<file path="src/rtl/scan_ctrl_pkg.sv">
// Shared types and constants for the scan chain controller and its optional MISR.
package scan_ctrl_pkg;

  typedef enum logic [2:0] {
    ST_IDLE,
    ST_LOAD,
    ST_CAPTURE,
    ST_UNLOAD,
    ST_DONE
  } scan_ctrl_state_t;

  localparam logic [15:0] SCAN_MISR_POLY = 16'h1021;
  localparam logic [15:0] SCAN_MISR_SEED = 16'hFFFF;

endpackage

</file>
<file path="src/rtl/scan_misr.sv">
// Galois MISR compacting the unloaded scan response; reseeded to all-ones by clr.
module scan_misr
  import scan_ctrl_pkg::*;
#(
  parameter int unsigned MISR_W = 16
) (
  input  logic              clk,
  input  logic              rst,
  input  logic              clr,
  input  logic              sample_en,
  input  logic              sample_bit,
  output logic [MISR_W-1:0] sig
);

  localparam logic [MISR_W-1:0] POLY = MISR_W'(SCAN_MISR_POLY);
  localparam logic [MISR_W-1:0] SEED = '1;

  logic [MISR_W-1:0] sig_q, sig_d;
  logic [MISR_W-1:0] shifted;

  always_comb begin
    shifted = {sig_q[MISR_W-2:0], 1'b0} ^ (sig_q[MISR_W-1] ? POLY : '0);
    sig_d   = sig_q;
    // Reseed takes priority, so a coincident sample is dropped.
    if (clr) begin
      sig_d = SEED;
    end else if (sample_en) begin
      sig_d = {shifted[MISR_W-1:1], shifted[0] ^ sample_bit};
    end
  end

  always_ff @(posedge clk or negedge rst) begin
    if (!rst) begin
      sig_q <= SEED;
    end else begin
      sig_q <= sig_d;
    end
  end

  assign sig = sig_q;

endmodule

</file>
<file path="src/rtl/scan_chain_controller.sv">
// Scan test initiator: load pattern, capture, unload and compare against expected.
// Optional response MISR enabled by defining SCAN_MISR_EN.
module scan_chain_controller
  import scan_ctrl_pkg::*;
#(
  parameter int unsigned CHAIN_LEN  = 4,
  parameter int unsigned CAP_CYCLES = 1,
  parameter int unsigned MISR_W     = 16
) (
  input  logic                 clk,
  input  logic                 rst,
  input  logic                 start,
  input  logic [CHAIN_LEN-1:0] pattern,
  input  logic [CHAIN_LEN-1:0] expected,
  output logic                 scan_en,
  output logic                 scan_in,
  input  logic                 scan_out,
  output logic                 busy,
  output logic                 done,
  output logic                 pass,
  output logic [CHAIN_LEN-1:0] mismatch
`ifdef SCAN_MISR_EN
  ,
  input  logic                 misr_clr,
  output logic [MISR_W-1:0]    misr_sig
`endif
);

  localparam int unsigned MAX_LEN = (CHAIN_LEN > CAP_CYCLES) ? CHAIN_LEN : CAP_CYCLES;
  localparam int unsigned CNT_W   = $clog2(MAX_LEN + 1);
  localparam logic [CNT_W-1:0] LEN_CNT = CNT_W'(CHAIN_LEN - 1);
  localparam logic [CNT_W-1:0] CAP_CNT = CNT_W'(CAP_CYCLES - 1);

  scan_ctrl_state_t     state_q, state_d;
  logic [CNT_W-1:0]     cnt_q, cnt_d;
  logic [CHAIN_LEN-1:0] pat_q, pat_d;
  logic [CHAIN_LEN-1:0] exp_q, exp_d;
  logic [CHAIN_LEN-1:0] resp_q, resp_d;
  logic [CHAIN_LEN-1:0] resp_shift;
  logic                 unload_q, unload_d;
  logic                 scan_en_q, scan_en_d;
  logic                 scan_in_q, scan_in_d;
  logic                 busy_q, busy_d;
  logic                 done_q, done_d;
  logic                 pass_q, pass_d;
  logic [CHAIN_LEN-1:0] mismatch_q, mismatch_d;

  // Outputs are registered from the current state, so the chain-facing view of
  // every phase trails the FSM by one cycle; unload_q marks the matching sample edges.
  always_comb begin
    state_d    = state_q;
    cnt_d      = cnt_q;
    pat_d      = pat_q;
    exp_d      = exp_q;
    resp_d     = resp_q;
    pass_d     = pass_q;
    mismatch_d = mismatch_q;
    unload_d   = 1'b0;
    scan_en_d  = 1'b0;
    scan_in_d  = 1'b0;
    done_d     = 1'b0;
    busy_d     = (state_q != ST_IDLE);
    resp_shift = {resp_q[CHAIN_LEN-2:0], scan_out};

    if (unload_q) begin
      resp_d = resp_shift;
    end

    unique case (state_q)
      ST_IDLE: begin
        if (start) begin
          pat_d      = pattern;
          exp_d      = expected;
          pass_d     = 1'b0;
          mismatch_d = '0;
          cnt_d      = LEN_CNT;
          state_d    = ST_LOAD;
        end
      end
      ST_LOAD: begin
        scan_en_d = 1'b1;
        scan_in_d = pat_q[CHAIN_LEN-1];
        pat_d     = {pat_q[CHAIN_LEN-2:0], 1'b0};
        if (cnt_q == '0) begin
          cnt_d   = CAP_CNT;
          state_d = ST_CAPTURE;
        end else begin
          cnt_d = cnt_q - CNT_W'(1);
        end
      end
      ST_CAPTURE: begin
        if (cnt_q == '0) begin
          cnt_d   = LEN_CNT;
          state_d = ST_UNLOAD;
        end else begin
          cnt_d = cnt_q - CNT_W'(1);
        end
      end
      ST_UNLOAD: begin
        scan_en_d = 1'b1;
        unload_d  = 1'b1;
        if (cnt_q == '0) begin
          cnt_d   = '0;
          state_d = ST_DONE;
        end else begin
          cnt_d = cnt_q - CNT_W'(1);
        end
      end
      ST_DONE: begin
        // The last response bit arrives on this same edge.
        done_d     = 1'b1;
        mismatch_d = resp_shift ^ exp_q;
        pass_d     = (resp_shift == exp_q);
        state_d    = ST_IDLE;
      end
      default: state_d = ST_IDLE;
    endcase
  end

  always_ff @(posedge clk or negedge rst) begin
    if (!rst) begin
      state_q    <= ST_IDLE;
      cnt_q      <= '0;
      pat_q      <= '0;
      exp_q      <= '0;
      resp_q     <= '0;
      unload_q   <= 1'b0;
      scan_en_q  <= 1'b0;
      scan_in_q  <= 1'b0;
      busy_q     <= 1'b0;
      done_q     <= 1'b0;
      pass_q     <= 1'b0;
      mismatch_q <= '0;
    end else begin
      state_q    <= state_d;
      cnt_q      <= cnt_d;
      pat_q      <= pat_d;
      exp_q      <= exp_d;
      resp_q     <= resp_d;
      unload_q   <= unload_d;
      scan_en_q  <= scan_en_d;
      scan_in_q  <= scan_in_d;
      busy_q     <= busy_d;
      done_q     <= done_d;
      pass_q     <= pass_d;
      mismatch_q <= mismatch_d;
    end
  end

  assign scan_en  = scan_en_q;
  assign scan_in  = scan_in_q;
  assign busy     = busy_q;
  assign done     = done_q;
  assign pass     = pass_q;
  assign mismatch = mismatch_q;

`ifdef SCAN_MISR_EN
  scan_misr #(
    .MISR_W(MISR_W)
  ) u_misr (
    .clk       (clk),
    .rst       (rst),
    .clr       (misr_clr),
    .sample_en (unload_q),
    .sample_bit(scan_out),
    .sig       (misr_sig)
  );
`endif

endmodule

</file>
<file path="config.mk">
export PLATFORM = sky130hd
export DESIGN_NAME = scan_chain_controller
export DESIGN_NICKNAME = d
export VERILOG_FILES = /design/src/rtl/scan_ctrl_pkg.sv /design/src/rtl/scan_misr.sv /design/src/rtl/scan_chain_controller.sv
export SDC_FILE = /design/constraint.sdc
export NUM_CORES = 1
export LEC_CHECK = 0
export ABC_AREA = 1
export BUFFER_PORTS_ARGS = -buffer_cell sky130_fd_sc_hd__buf_2
export CAP_MARGIN = 20
export CORE_AREA = 2 2 51 53
export DETAILED_ROUTE_END_ITERATION = 6
export DIE_AREA = 0 0 53 55
export PLACE_DENSITY = 0.81
export RECOVER_POWER = 25
export SLEW_MARGIN = 30
export SYNTH_ARGS = -nofsm -noshare
export SYNTH_HDL_FRONTEND = slang
export SYNTH_SLANG_ARGS = --single-unit
</file>
<file path="constraint.sdc">
create_clock -name clk -period 1.29 [get_ports clk]
set_input_delay 0.0645 -clock clk [delete_from_list [all_inputs] [get_ports clk]]
set_output_delay 0.0645 -clock clk [all_outputs]
set_load 0.03 [all_outputs]
</file>
==> metrics.md, run 1 <==
| Metric | Value |
|---|---|
| Status | finished clean |
| Drt via density | 4.68 |
| CP peak stage delay | 0.48 ns |
| Max-cap violations | 0 |
| Final wirelength | 2390 microns |
| Post-synth EDFFs | 0 |
| Peak supply drop | 1.23 mV |
| Post-Syn Area | 1240 sq um |
| Total number of vias | 1006 |
| WP data arrival | between 1 and 1.5 ns |
| Layout cells sized above 1 | 24.9% |
| HP Class | primary input to flop |
| Clock sinks | 27 |
| Total chip power | 3450 uW |
| Clock power share | a little over a tenth |
| Routability cong. | 0.815 |
| Initial core utilization | 52.6% |
| H-tree levels | 1 |
| Die area | ~3000 sq um |
| I/O Buffers | 20 |
| IO Pins | 21 |
| Drc violations | 0 |
| Sw frac | between 40 and 50% |
| Die width | approximately 53 microns |
| Sequential power share | 42.6% |
| Mapped Nets | 164 |
| Top cell type by total area after synthesis | dfrtp_1 |
| Setup crit start kind | flop |
| Internal power component | 1920 uW |
| Final Hold Fails | 0 |
| Prevailing post-synth register cell | dfrtp_1 |
| Ys async rst share | 100% |
| Post-layout util | 65.2% |
| Total net switching power | approximately 1500 uW |
| Dpl hpwl | 1680 microns |
| Clock Tree Root | clkbuf_4 |
| Tcrit/Tclk final | between 90% and 100% |
| Critical-path top delay cell | dfrtp_2 |
| Number of global-route vias before repair | just under 1000 |
| Layout area overhead | 23.9% |
| Max clock buf depth | 2 |
| Placeable core region | 2360 sq um |
| P per Cell Area | 2240 nW/um^2 |
| DR WL/cell | 11.1 microns |
| RSZ-0062 raised after global routing | yes |
| Slew headroom | 59.8% |
| Post-synth top area share | 54.3% |
| First-pass GRT wire length | between 3000 and 4000 microns |
| Min cycle time layout | 1.22 ns |
| Yosys warning count | 0 |
| Crit. End Element | flop |
| Worst-margin pin slew | 0.603 ns |
| Clock slew at reported path FFs | 0.14 ns |
| Kind of critical path | flop to flop |
| Router iterations before antenna repair | 4 |
| CTS tree | built |
| Row count | 18 |
| Tot GR Track Use | 18.2% |
| Die H | 55 microns |
| Leak pwr | ~0.00085 uW |
| #FFs+latches synth | 27 |
| Final ANT Viol Nets | 0 |
| Antenna cell count | 0 |
| FMAX | roughly 800 MHz |
| CTS Buf Count | 3 |
| Total grt overflow | 0 |
| Antenna violations before repair | 0 |
| Clock Latency Late Sink | approximately 0.32 ns |
| Placed cells | 200 |
| Synth top area cells | dfrtp_1 (54%), nand2_1 (17%), inv_1 (6.0%) |
| Pre-CTS worst setup slack | -0.0616 ns |
| Sequential area share after synthesis | 54.3% |
| Drt initial violations | 17 |
| Final #Nets | 200 |
| Largest net degree at the start of global routing | 28 |
| Crit path required time | 1.56 ns |
| Pins over their slew limit | 0 |
| Cell breakdown of the critical path | inv_1 -> nand3_4 -> buf_4 -> a21oi_2 |
| Netlist cell types | 18 |
| Setup ws final | 0.0735 ns |
| Skew final | 0.00400 ns |
| Synth Instances | 150 |
| Avg Cell Area, Syn | 8.29 sq um |
| Filler Cells Inserted | 198 |
| Setup violations, final | 0 |
| Crit Path Max Fanout | 15 |
| Fin cells | 215 |
| Combinational power share | 46.7% |
## power by group through the flow
stage | Clock [uW] | Sequential, uW | Combinational, uW
floorplan | 0 | 1600 | 959
global placement | 0 | 1430 | 1430
detailed placement | 0 | 1440 | 1490
CTS | 381 | 1420 | 1530
global route | 408 | 1520 | 1840
finish | 367 | 1470 | 1610
## routing by layer
layer	share of wire [%]	global-route usage (%)
met5	0	0
met4	0.84	6.41
met3	4.1	2.96
met2	51	34.0
met1	44	21.3
## cell type report
cell class | instances | area, sq um | share of cell area, %
flip-flops and latches | 27 | 679 | 44.1
multi-input cells | 100 | 504 | 32.7
repair buffers | 33 | 215 | 14.0
inverters | 21 | 78.8 | 5.11
well taps | 30 | 37.5 | 2.44
clock buffers | 4 | 26.3 | 1.70
## cells in the mapped netlist, types with 2 or more instances
master / instances
a21oi_1: 3
a21oi_2: 3
buf_6: 2
dfrtp_1: 27
ha_1: 2
inv_1: 20
nand2_1: 55
nand3_1: 7
nor2_1: 14
o21ai_0: 8
o21ai_2: 2
## final timing paths
path / from / endpoint / slack (ns) / cells after the start
max in group asynchronous: rst / state_q[0] / 0.59 / 2
max reg2reg: state_q[1] / exp_q[2] / 0.07 / 4
min: pattern[3] / pat_q[3] / 0.009 / 5
min in group asynchronous: rst / mismatch[1] / 0.27 / 2
min reg2reg: mismatch[2] / mismatch[2] / 0.49 / 2
max: state_q[1] / exp_q[2] / 0.07 / 4
## cell usage in the layout (no fill, tap or decap), drive strengths merged
| master | netlist | routed |
|---|---|---|
| a21oi | 6 | 6 |
| buf | 2 | 26 |
| clkbuf | 0 | 4 |
| dfrtp | 27 | 27 |
| dlygate4sd3 | 0 | 7 |
| ha | 2 | 2 |
| inv | 21 | 21 |
| nand2 | 56 | 56 |
| nand3 | 8 | 8 |
| nand4 | 1 | 1 |
| nor2 | 16 | 16 |
| o21ai | 10 | 10 |
| xnor2 | 1 | 1 |
## cell families (layout without fill, tap and decap cells)
| logic type | after synthesis | count (layout) | synth area share [%] |
|---|---|---|---|
| fa+ha+maj | 2 | 2 | 2.01 |
| buf+inv | 23 | 58 | 8.15 |
| xor+xnor | 1 | 1 | 0.704 |
| compound gates | 16 | 16 | 7.95 |
| simple gates | 81 | 81 | 26.9 |
| flops | 27 | 27 | 54.3 |
## state kept, by name, indices dropped and copies added, names as in the netlist
signal,flops
mismatch,4
unload_q,1
state_q,3
pass,1
pat_q,4
scan_in,1
done,1
exp_q,4
busy,1
cnt_q,3
resp_q,3
scan_en,1
## metrics by stage
step / area, sq um / hold slack, ns / setup TNS [ns]
6_report: 1540 / 0.00878 / 0
5_1_grt: 1540 / 0.0227 / -0.0313
4_1_cts: 1480 / 0.00705 / 0
3_5_place_dp: 1370 / 0.108 / -0.207
3_3_place_gp: 1370 / 0.0955 / 0
2_1_floorplan: 1240 / -0.231 / 0
## worst max-delay path, delay by kind of cell, from the launching register on
family | cells | cell delay (ns)
compound gates | 1 | 0.12
buf+inv | 2 | 0.37
flops | 1 | 0.48
simple gates | 1 | 0.20
## what timing repair did
item,in CTS,in global routing
pin swaps,0,3
hold buffers,7,0
endpoints found under the setup margin,9,8
buffers inserted,0,4
resized for setup,2,9
hold endpoints to repair,33,0
(Power assumes the default switching activity.)
==> inputs of run 2 (changes only) <==
--- a/config.mk
+++ b/config.mk
@@ -13,6 +13,7 @@
 export DIE_AREA = 0 0 53 55
 export PLACE_DENSITY = 0.81
 export RECOVER_POWER = 25
+export SKIP_LAST_GASP = 1
 export SLEW_MARGIN = 30
 export SYNTH_ARGS = -nofsm -noshare
 export SYNTH_HDL_FRONTEND = slang
==> constraint.sdc (replaced) <==
create_clock -name clk -period 1.37 [get_ports clk]
set_input_delay 0.137 -clock clk [delete_from_list [all_inputs] [get_ports clk]]
set_output_delay 0.137 -clock clk [all_outputs]
set_load 0.03 [all_outputs]
==> run 2 against run 1 <==
Worst setup slack better by 0.010 ns. Clock power is 9.5% lower. Maximum frequency is 5.4% lower. Worst hold slack better by 0.040 ns. Utilization is 5.4 points lower. Clock skew is 0.0018 ns lower. Wire length is 3.6% lower. Combinational power is 14% lower. Critical path depth is 2 higher. Non-clock buffer count is 12 lower. Clock-buffer cell count stayed put. Via count is 1.4% lower. Largest power group unchanged.
==> metrics.md, run 2 (same netlist as run 1, synthesis figures left out) <==
| Metric | Value |
|---|---|
| IO Pins | 21 (unchanged) |
| Row count | 18 (unchanged) |
| Crit Path Max Fanout | 4 (-11) |
| Min cycle time layout | 1.29 ns (+0.0700 ns) |
| I/O Buffers | 20 (unchanged) |
| Worst Setup EP | cnt_q[1] |
| Most used routing layer | met2 |
| R2R depth | 6 (+2) |
| Largest net degree at the start of global routing | 28 (unchanged) |
| Clock Latency Late Sink | 0.31 ns (about the same) |
| Most frequent cells in the layout | nand2_1 (55), dfrtp_1 (27), inv_1 (20), buf_2 (20), nor2_1 (13) |
| Worst reg-to-reg setup slack | 0.08 ns (about the same) |
| Met1 GRT Util | 20.4% (-0.84 points) |
| Max-cap violations | 0 (unchanged) |
| Placeable core region | 2360 sq um (unchanged) |
| Drc violations | 0 (unchanged) |
| Final hold slack | 0.0491 ns (+0.0403 ns) |
| Grt met2 use | 37.7% (+3.7 points) |
| Final Hold Fails | 0 (unchanged) |
| Filler Cells Inserted | 224 (+13%) |
| Router iterations before antenna repair | 3 (-1) |
| RR Startpoint | cnt_q[0] |
| Sum Neg Setup Slack | 0 ns (unchanged) |
| Drt via density | 4.89 (+4.4%) |
| RSZ-0062 raised after global routing | yes |
| Crit path required time | 1.63 ns (+0.07 ns) |
| Layout area overhead | 13.6% |
| Clock slew at reported path FFs | 0.14 ns (about the same) |
| Setup crit start kind | flop |
| Leak pwr | 0.000799 uW (-5.9%) |
| Setup violations, final | 0 (unchanged) |
| Status | finished clean |
| DR WL/cell | 11.3 microns (+2.1%) |
| WP data arrival | 1.55 ns (+0.07 ns) |
| Final wirelength | 2300 microns (-3.6%) |
| Critical-path top delay cell | dfrtp_1 |
| Tot GR Track Use | 18.7% (+0.54 points) |
| Antenna violations before repair | 0 (unchanged) |
| Crit. End Element | flop |
| Most common cell after layout, fill and taps aside | nand2_1 |
| Clock Tree Root | clkbuf_4 |
| Total grt overflow | 0 (unchanged) |
| Worst-margin pin slew | 0.605 ns (+0.00164 ns) |
| Tcrit/Tclk final | 93.9% (-0.40 points) |
| FF-to-FF End | cnt_q[1] |
| CTS tree | built |
| FMAX | 777 MHz (-5.4%) |
| HP Class | primary input to flop |
| First-pass GRT wire length | 3990 microns (+3.6%) |
| Crit path launch | cnt_q[0] |
| Number of global-route vias before repair | 1006 (+3.2%) |
| Drt initial violations | 6 (-11) |
| H-tree levels | 1 (unchanged) |
| Skew final | 0.00224 ns (-0.00176 ns) |
| Met3 Use GR | 2.69% (-0.27 points) |
| CTS Buf Count | 3 (unchanged) |
| Slew headroom | 59.7% (-0.11 points) |
| Cell breakdown of the critical path | nor2_2 -> ha_2 -> nand3_1 -> nand3_1 -> nand2_1 -> nand2_1 |
| Dpl hpwl | 1730 microns (+3.2%) |
| Clock sinks | 27 (unchanged) |
| Placed cells | 198 (-1.0%) |
| Die H | 55 microns (unchanged) |
| Final #Nets | 188 (-6.0%) |
| P per Cell Area | 2180 nW/um^2 (-2.4%) |
| Max clock buf depth | 2 (unchanged) |
| Die width | 53 microns (unchanged) |
| Post-layout util | 59.7% (-5.4 points) |
| Peak supply drop | 1.12 mV (-9.5%) |
| Kind of critical path | flop to flop |
| Initial core utilization | 52.6% (unchanged) |
| Routability cong. | 0.833 (+2.2%) |
| Final ANT Viol Nets | 0 (unchanged) |
| Pins over their slew limit | 0 (unchanged) |
| Fin cells | 203 (-5.6%) |
| Layout cells sized above 1 | 20.2% (-4.6 points) |
| Total number of vias | 992 (-1.4%) |
| Antenna cell count | 0 (unchanged) |
| Die area | 2920 sq um (unchanged) |
| CP peak stage delay | 0.43 ns (-0.05 ns) |
run 2: how the worst min path moves through the flow:
stage	start	to	slack, ns	cells past startpoint
2_1_floorplan	rst	busy	-0.16	0
3_3_place_gp	rst	done	0.17	1
3_5_place_dp	rst	mismatch[2]	0.17	1
4_1_cts	expected[2]	exp_q[2]	0.04	3
5_1_grt	expected[3]	exp_q[3]	0.06	3
6_report	expected[2]	exp_q[2]	0.05	3
run 2: timing repair:
action | 4_1_cts | 5_1_grt
gates cloned | 0 | 0
hold endpoints to repair | 27 | 0
buffers inserted | 0 | 0
endpoints found under the setup margin | 7 | 12
resized for setup | 1 | 3
pin swaps | 0 | 1
hold buffers | 1 | 0
run 2: cell type report:
type | count | area [sq um] | share of cell area (%)
timing repair buffer | 21 | 110 | 7.79
sequential | 27 | 676 | 47.8
clock buffer | 4 | 26.3 | 1.86
multi-input combinational | 100 | 484 | 34.3
tap | 30 | 37.5 | 2.66
inverter | 21 | 78.8 | 5.58
run 2: through the flow:
step	setup WS, ns	total power [uW]	area [sq um]
global placement	0.0542	2650	1360
global route	-0.0204	3370	1410
detailed placement	-0.0135	2720	1360
floorplan	0.221	2410	1240
finish	0.0835	3080	1410
CTS	0.0598	3080	1400
run 2: power breakdown:
group          total [uW]  internal, uW  switching [uW]  leakage (uW)
registers            1370          1120             246      0.000338
logic                1380           464             919      0.000446
clock network         332           114             219     0.0000150
total                3080          1700            1380      0.000799
run 2: routing by layer:
metal  vias to the layer above  part of all wire (%)
met5                         -                     0
li1                        506                     -
met4                         0                   1.0
met3                         4                   3.4
met1                       465                    42
met2                        17                    53
run 2: critical path: cells and delay by family (launching register included):
| family | cells | cell delay (ns) |
|---|---|---|
| fa+ha+maj | 1 | 0.24 |
| flops | 1 | 0.43 |
| simple gates | 5 | 0.57 |
